$ cat src/rtl/cpu_datapath.sv
// cpu_datapath: program counter, instruction register, 16x8 register file,
// RF write-source mux and ALU for the simple CPU. The controller FSM drives
// every strobe; this block returns the instruction word and Rp-zero status.
module cpu_datapath #(
   parameter int PC_W = 8,
   parameter int DW   = 8
) (
   input  logic            clk,
   input  logic            rst_n,
   input  logic            PC_clr,
   input  logic            PC_inc,
   input  logic            PC_ld,
   input  logic            I_rd,
   input  logic            IR_ld,
   output logic [PC_W-1:0] I_addr,
   input  logic [15:0]     I_rdata,
   output logic [15:0]     instruction,
   input  logic [DW-1:0]   D_rdata,
   output logic [DW-1:0]   D_wdata,
   input  logic [DW-1:0]   RF_W_data,
   input  logic            RF_s1,
   input  logic            RF_s0,
   input  logic [3:0]      RF_W_addr,
   input  logic            RF_W_wr,
   input  logic [3:0]      RF_Rp_addr,
   input  logic [3:0]      RF_Rq_addr,
   input  logic            RF_Rp_rd,
   input  logic            RF_Rq_rd,
   input  logic            alu_s1,
   input  logic            alu_s0,
   output logic            RF_Rp_zero
);

   logic [PC_W-1:0] pc;
   logic [PC_W-1:0] jump_offset;
   logic [15:0]     ir;
   logic [DW-1:0]   rf [16];
   logic [DW-1:0]   rp_data;
   logic [DW-1:0]   rq_data;
   logic [DW-1:0]   alu_result;
   logic [DW-1:0]   write_data;
   logic            write_en;

   // I_rd is an informational fetch strobe with no effect on state.
   logic unused;
   assign unused = I_rd;

   // Branch offset is the sign-extended low byte of the instruction.
   assign jump_offset = PC_W'($signed(ir[7:0]));

   // Register file read ports; a disabled port reads as zero so an
   // unqualified (possibly X) address never leaks through.
   always_comb begin
      rp_data = '0;
      rq_data = '0;
      if (RF_Rp_rd) rp_data = rf[RF_Rp_addr];
      if (RF_Rq_rd) rq_data = rf[RF_Rq_addr];
   end

   // ALU: pass, add, subtract, zero; results wrap at DW bits.
   always_comb begin
      alu_result = '0;
      case ({alu_s1, alu_s0})
         2'b00:   alu_result = rp_data;
         2'b01:   alu_result = rp_data + rq_data;
         2'b10:   alu_result = rp_data - rq_data;
         default: alu_result = '0;
      endcase
   end

   // Write-source mux; the reserved select suppresses the write entirely.
   always_comb begin
      write_data = '0;
      write_en   = 1'b0;
      if (RF_W_wr) begin
         case ({RF_s1, RF_s0})
            2'b00: begin write_data = alu_result; write_en = 1'b1; end
            2'b01: begin write_data = D_rdata;    write_en = 1'b1; end
            2'b10: begin write_data = RF_W_data;  write_en = 1'b1; end
            default: begin write_data = '0;       write_en = 1'b0; end
         endcase
      end
   end

   // Program counter: clear beats load beats increment; load undoes the
   // increment already applied during FETCH.
   always_ff @(posedge clk or negedge rst_n) begin
      if (!rst_n) begin
         pc <= '0;
      end else if (PC_clr) begin
         pc <= '0;
      end else if (PC_ld) begin
         pc <= pc + jump_offset - PC_W'(1);
      end else if (PC_inc) begin
         pc <= pc + PC_W'(1);
      end
   end

   // Instruction register captures the word addressed by the current PC.
   always_ff @(posedge clk or negedge rst_n) begin
      if (!rst_n) begin
         ir <= '0;
      end else if (IR_ld) begin
         ir <= I_rdata;
      end
   end

   // Register file write port; reads in the same cycle see the old value.
   always_ff @(posedge clk or negedge rst_n) begin
      if (!rst_n) begin
         for (int i = 0; i < 16; i++) rf[i] <= '0;
      end else if (write_en) begin
         rf[RF_W_addr] <= write_data;
      end
   end

   assign I_addr      = pc;
   assign instruction = ir;
   assign D_wdata     = rp_data;
   assign RF_Rp_zero  = RF_Rp_rd & (rp_data == '0);

endmodule

$ cat config.mk
export PLATFORM = sky130hd
export DESIGN_NAME = cpu_datapath
export DESIGN_NICKNAME = d
export VERILOG_FILES = /design/src/rtl/cpu_datapath.sv
export SDC_FILE = /design/constraint.sdc
export NUM_CORES = 1
export LEC_CHECK = 0
export ABC_AREA = 1
export BUFFER_PORTS_ARGS = -buffer_cell sky130_fd_sc_hd__buf_2
export CAP_MARGIN = 20
export CORE_MARGIN = 2
export CORE_UTILIZATION = 40
export CTS_CLUSTER_SIZE = 30
export DETAILED_ROUTE_END_ITERATION = 8
export SLEW_MARGIN = 10
export SYNTH_ARGS = -nofsm -noshare
export SYNTH_HDL_FRONTEND = slang
export SYNTH_SLANG_ARGS = --single-unit
$ cat constraint.sdc
create_clock -name clk -period 5.45 [get_ports clk]
set_input_delay 1.09 -clock clk [delete_from_list [all_inputs] [get_ports clk]]
set_output_delay 1.09 -clock clk [all_outputs]
set_load 0.01 [all_outputs]
Word level (Yosys, flattened, before mapping)
Cells that the tools add are included.
- register bits after elaboration: 152
- input bits: 58
- output and inout port bits: 33
- logic and storage cells: 60
- add/subtract/negate cells: 5
- magnitude comparators: 4
- equal/unequal tests: 4
- muxes and demuxes: 19
- bitwise operators: 4
- reductions and logical operators: 6
- operators by type and width (operator ; count):
    128-bit bitwise mux ; 1
    8-bit two-way mux ; 11
    8-bit binary-select mux with 4-bit select ; 2
    8-bit case mux with 3 select lines ; 2
    8-bit demux with 4-bit select ; 1
    8-bit adder ; 2
    5-bit greater-or-equal comparator (second input constant) ; 3
    4-bit NOT with 5-bit output ; 3
    8-bit by 1-bit adder with 8-bit output (second input constant) ; 1
    8-bit logical NOT ; 1
    8-bit by 1-bit subtractor with 8-bit output (second input constant) ; 1
    8-bit subtractor ; 1
    5-bit by 1-bit < comparator with 1-bit output (second input constant) ; 1
    2-bit by 1-bit == test with 1-bit output (second input constant) ; 2
    2-bit == test (second input constant) ; 2
    2-bit logical NOT ; 2
    3-bit nonzero test ; 1
    3-bit OR reduction ; 1
    1-bit two-way mux ; 2
    1-bit bitwise AND ; 1
    1-bit logical AND ; 1

Logic depth before layout (Yosys ltp)
- word-level depth: 10
- depth in mapped cells: 30
- mapped depth without buffers: 28

Worst setup path after synthesis
No wires, ideal clock.
- path kind: input port to flip-flop
- from: input port RF_Rq_addr[1]
- to: register rf[62] (netlist bit)
- library setup time: 0.064 ns
- data arrival time: 4.153 ns
- data required time: 5.386 ns
- setup slack: 1.234 ns
- stages on the path: 26
- buffers on the path: 3
- cell sequence: buf_4 -> inv_4 -> buf_4 -> o211ai_1 -> nand3_1 -> nand3_1 -> nand2_1 -> nand2_2 -> ha_1 -> o21ai_0 -> inv_1 -> fa_1 -> inv_1 -> nand2_1 -> nand2_1 -> a21oi_1 -> or2_2 -> nand2_1 -> a21oi_1 -> xor2_1 -> o21ai_0 -> nand2_1 -> nand3_1 -> buf_4 -> mux2i_1 -> inv_1
- cells in the longest elaborated chain, start to end: 10
- elaborated cells between the ends (all ways): 11
- those cells by class: add/sub (2); mux (8); bitwise (1)
- RTL lines (what ; line ; text):
    start: declaration ; 26 ; input logic [3:0] RF_Rq_addr,
    4-bit NOT with 5-bit output (not written as such) (*) ; 57 ; if (RF_Rq_rd) rq_data = rf[RF_Rq_addr];
    8-bit binary-select mux with 4-bit select (*) ; 57 ;
    8-bit two-way mux (not written as such) (*) (2 in a row) ; 57 ;
    8-bit two-way mux (*) ; 57 ;
    8-bit subtractor or 8-bit adder (tied branches) ; 66, 65 ;
    8-bit case mux with 3 select lines (*) ; 63 ; case ({alu_s1, alu_s0})
    8-bit case mux with 3 select lines (*) ; 76 ; case ({RF_s1, RF_s0})
    8-bit two-way mux (*) ; 75 ; if (RF_W_wr) begin
    128-bit bitwise mux (*) ; 113 ; rf[RF_W_addr] <= write_data;
    end signal: indexed assignment ; 113 ;
    end: declaration ; 37 ; logic [DW-1:0] rf [16];
Every way passes the cells marked *; elsewhere a longest branch is shown, timed or not. The select of a mux whose other input is x is not followed.
A chain may end at the register's enable or synchronous reset.

Worst setup path after layout
- from: input port RF_Rq_addr[0]
- to: register rf[69] (netlist bit)
The elaborated chain is that of the path after synthesis.

==> results by group <==
Clocking
  • Longest Clk Path Bufs: 2
  • CTS tree: built
  • Num CTS Buffers: 17
  • H-tree depth: 4
  • Worst-path clk slew: 60 ps
  • Worst skew pair latency: 440 ps
  • Post-cts sizing count: 0
  • CTS Sinks: 152
  • Post-CTS Hold Buffers: 0
  • Clock root buffer: clkbuf_16
  • Setup Fix Bufs, Post-CTS: 0

Floorplanning
  • Initial Utilization: 40.97%
  • Die ar.: 0.02634 mm2
  • Area of the core: 0.02446 mm2
  • Num rows: 57
  • Die Y: 162.3 um
  • Top Ports: 91
  • Die W: 162.3 um

Place
  • GPL Wtd Cong: 0.8661
  • IO buf count: 89
  • DP HPWL: 20.31 mm
  • Placed cell area: 0.01060 mm2
  • Placement Setup Slack: 453.8 ps

Yosys
  • Cell taking the most area after synthesis: dfrtp_1
  • Register bit total from synthesis: 152
  • Top-count cell post-synth: nand2_1
  • Synth Flop Type: dfrtp_1
  • Synth top cells by count: nand2_1, inv_1, nand3_1, dfrtp_1, o21ai_0
  • Async S/R FF share, synth: 100.0%
  • Yosys top cell area share: 37.95%
  • Post-synth cell types: 43
  • Yosys warns: 0
  • EDFF count, synth: 0
  • Top cells by area, synth: dfrtp_1, nand2_1, inv_1
  • Post-synthesis cell count: 1432
  • Syn Nets: 1517
  • Post-Syn Area: 0.01002 mm2
  • Post-synthesis sequential area ratio: 37.95%
  • Syn Area/Cell: 7.000 um2

Flow run
  • Max_cap viols: 0

Drt
  • Number of detailed-routing iterations run before antenna repair: 5
  • Initial drt markers: 840
  • Final wirelength: 28.42 mm
  • Post-route ant nets: 0
  • WL/cell: 15.60 um
  • Via Count: 9330
  • Avg Vias per Cell: 5.121
  • Residual DRC: 0

Setup path
  • Internal reg-to-reg setup slack: 1630 ps
  • Critical path's largest stage delay: 410 ps
  • Worst r2r dst: rf[69]$_DFFE_PN0P_
  • Kind of critical path: in2reg
  • Cells on worst reg2reg path: 24
  • Worst path arrival time: 4950 ps
  • Reg-to-Reg Start: rf[41]$_DFFE_PN0P_
  • Cell mode on critical path: nand2_1
  • Setup crit end kind: register
  • CP Max Fanout: 18
  • Slowest cell on crit path: nand3_1
  • Worst path required time: 5770 ps
  • Crit start category: input port

Finish
  • Fraction of layout cells with a size suffix above 1: 12.95%
  • Design area: 0.01118 mm2
  • Nets: 1570
  • Antenna Diode Count: 0
  • Fin util: 45.69%
  • Area Overhead vs Synth: 11.50%

Timing
  • Final worst setup slack: 817.8 ps
  • Fin crit share: 84.99%
  • Fin. max-slew vios: 0
  • Final hold vios: 0
  • Tmin final: 4632 ps
  • Final Setup Violations: 0
  • Setup Skew: 13.92 ps
  • Unrepaired setup endpoints after global routing: false
  • Final TNS setup: 0 ps
  • Worst-Margin Slew: 917.3 ps
  • Maximum clock frequency: 215.9 MHz
  • Post-Route Hold Slack: 485.4 ps
  • Worst rel slew slack: 38.85%

Min path
  • Hold Path Sink: rf[7]$_DFFE_PN0P_
  • HP Class: reg2reg
  • Hold path startpoint: rf[7]$_DFFE_PN0P_
  • WHS Path Cells: 2

Power and ir drop
  • Pleak: 5.715 nW
  • Peak supply drop: 0.0001594 V
  • Cell area power density: 333.7 mW/mm2

Global route
  • Largest net degree at the start of global routing: 96
  • Initial antenna violation count: 0
  • GRT overflow: 0
  • All-Layer GR Usage: 22.23%
  • Vias in the first global route: 8957
  • First-pass GRT wire length: 46.31 mm

Status
  • Outcome: finished, final reports clean
cell families after synthesis:
family                   Yosys count  synth area share (%)
AO/OA/AOI/OAI                    298                 16.32
XOR/XNOR                           9                0.7865
adder cells (fa/ha/maj)           27                 3.520
buffers and inverters            317                 13.81
flip-flops                       152                 37.95
multiplexers                      12                 1.311
AND/OR/NAND/NOR                  617                 26.31
cells in the final DEF, fill, tap and decap left out, types with 25 or more instances in the layout:
| master | n |
|---|---|
| ha_1 | 25 |
| dfrtp_1 | 152 |
| o21ai_1 | 59 |
| buf_2 | 88 |
| o21ai_0 | 126 |
| nand2_1 | 361 |
| a21oi_1 | 70 |
| inv_1 | 233 |
| nor2_1 | 68 |
| nand3_1 | 159 |
worst max path at each step:
stage / start / endpoint / slack [ps] / depth (start not counted)
2_1_floorplan: RF_Rq_addr[1] / rf[62]$_DFFE_PN0P_ / 1230 / 26
3_3_place_gp: RF_Rq_addr[0] / rf[45]$_DFFE_PN0P_ / 440 / 26
3_5_place_dp: RF_Rq_addr[0] / rf[69]$_DFFE_PN0P_ / 450 / 26
4_1_cts: RF_Rq_addr[0] / rf[69]$_DFFE_PN0P_ / 890 / 26
5_1_grt: RF_Rq_addr[0] / rf[13]$_DFFE_PN0P_ / 390 / 26
6_report: RF_Rq_addr[0] / rf[69]$_DFFE_PN0P_ / 820 / 26
registers in the layout, indices dropped and copies added (netlist names):
| register | count |
|---|---|
| instruction | 16 |
| rf | 128 |
| I_addr | 8 |
metrics by stage:
step	power [mW]	cells
CTS	3.750	1822
finish	3.729	1822
floorplan	2.269	1432
global placement	2.530	1790
global route	3.994	1822
detailed placement	2.560	1790
area by class of cell:
type / count / area [um2]
Fill cell: 2556 / 13290
Multi-Input combinational cell: 963 / 4836
Sequential cell: 152 / 3804
Inverter: 239 / 902.1
Timing Repair Buffer: 112 / 649.4
Clock buffer: 18 / 439.2
Tap cell: 324 / 405.4
Clock inverter: 14 / 140.1
critical path, delay by kind of cell:
family / cells / cell delay, ps
AOI/OAI and AO/OA: 3 / 650
and+or+nand+nor: 17 / 1900
adders and majority gates: 2 / 490
buffers and inverters: 3 / 610
xor gates and xnor gates: 1 / 170
routing by layer:
metal  part of all wire [%]  up-vias  track usage, %  wire (um)
li1                       -     4678               -          -
met1                     47     4366           31.52      13420
met2                     45      261           35.22      12920
met3                    6.1       25           3.754       1722
met4                    1.3        0           5.994        359
met5                      0        -               0          0
where the power goes:
part	total [mW]	internal, mW	switching [mW]
Sequential	1.47	1.35	0.125
Combinational	1.08	0.398	0.678
Clock	1.18	0.652	0.529
Total	3.73	2.40	1.33
No activity file was read; power rests on OpenSTA's default activity.
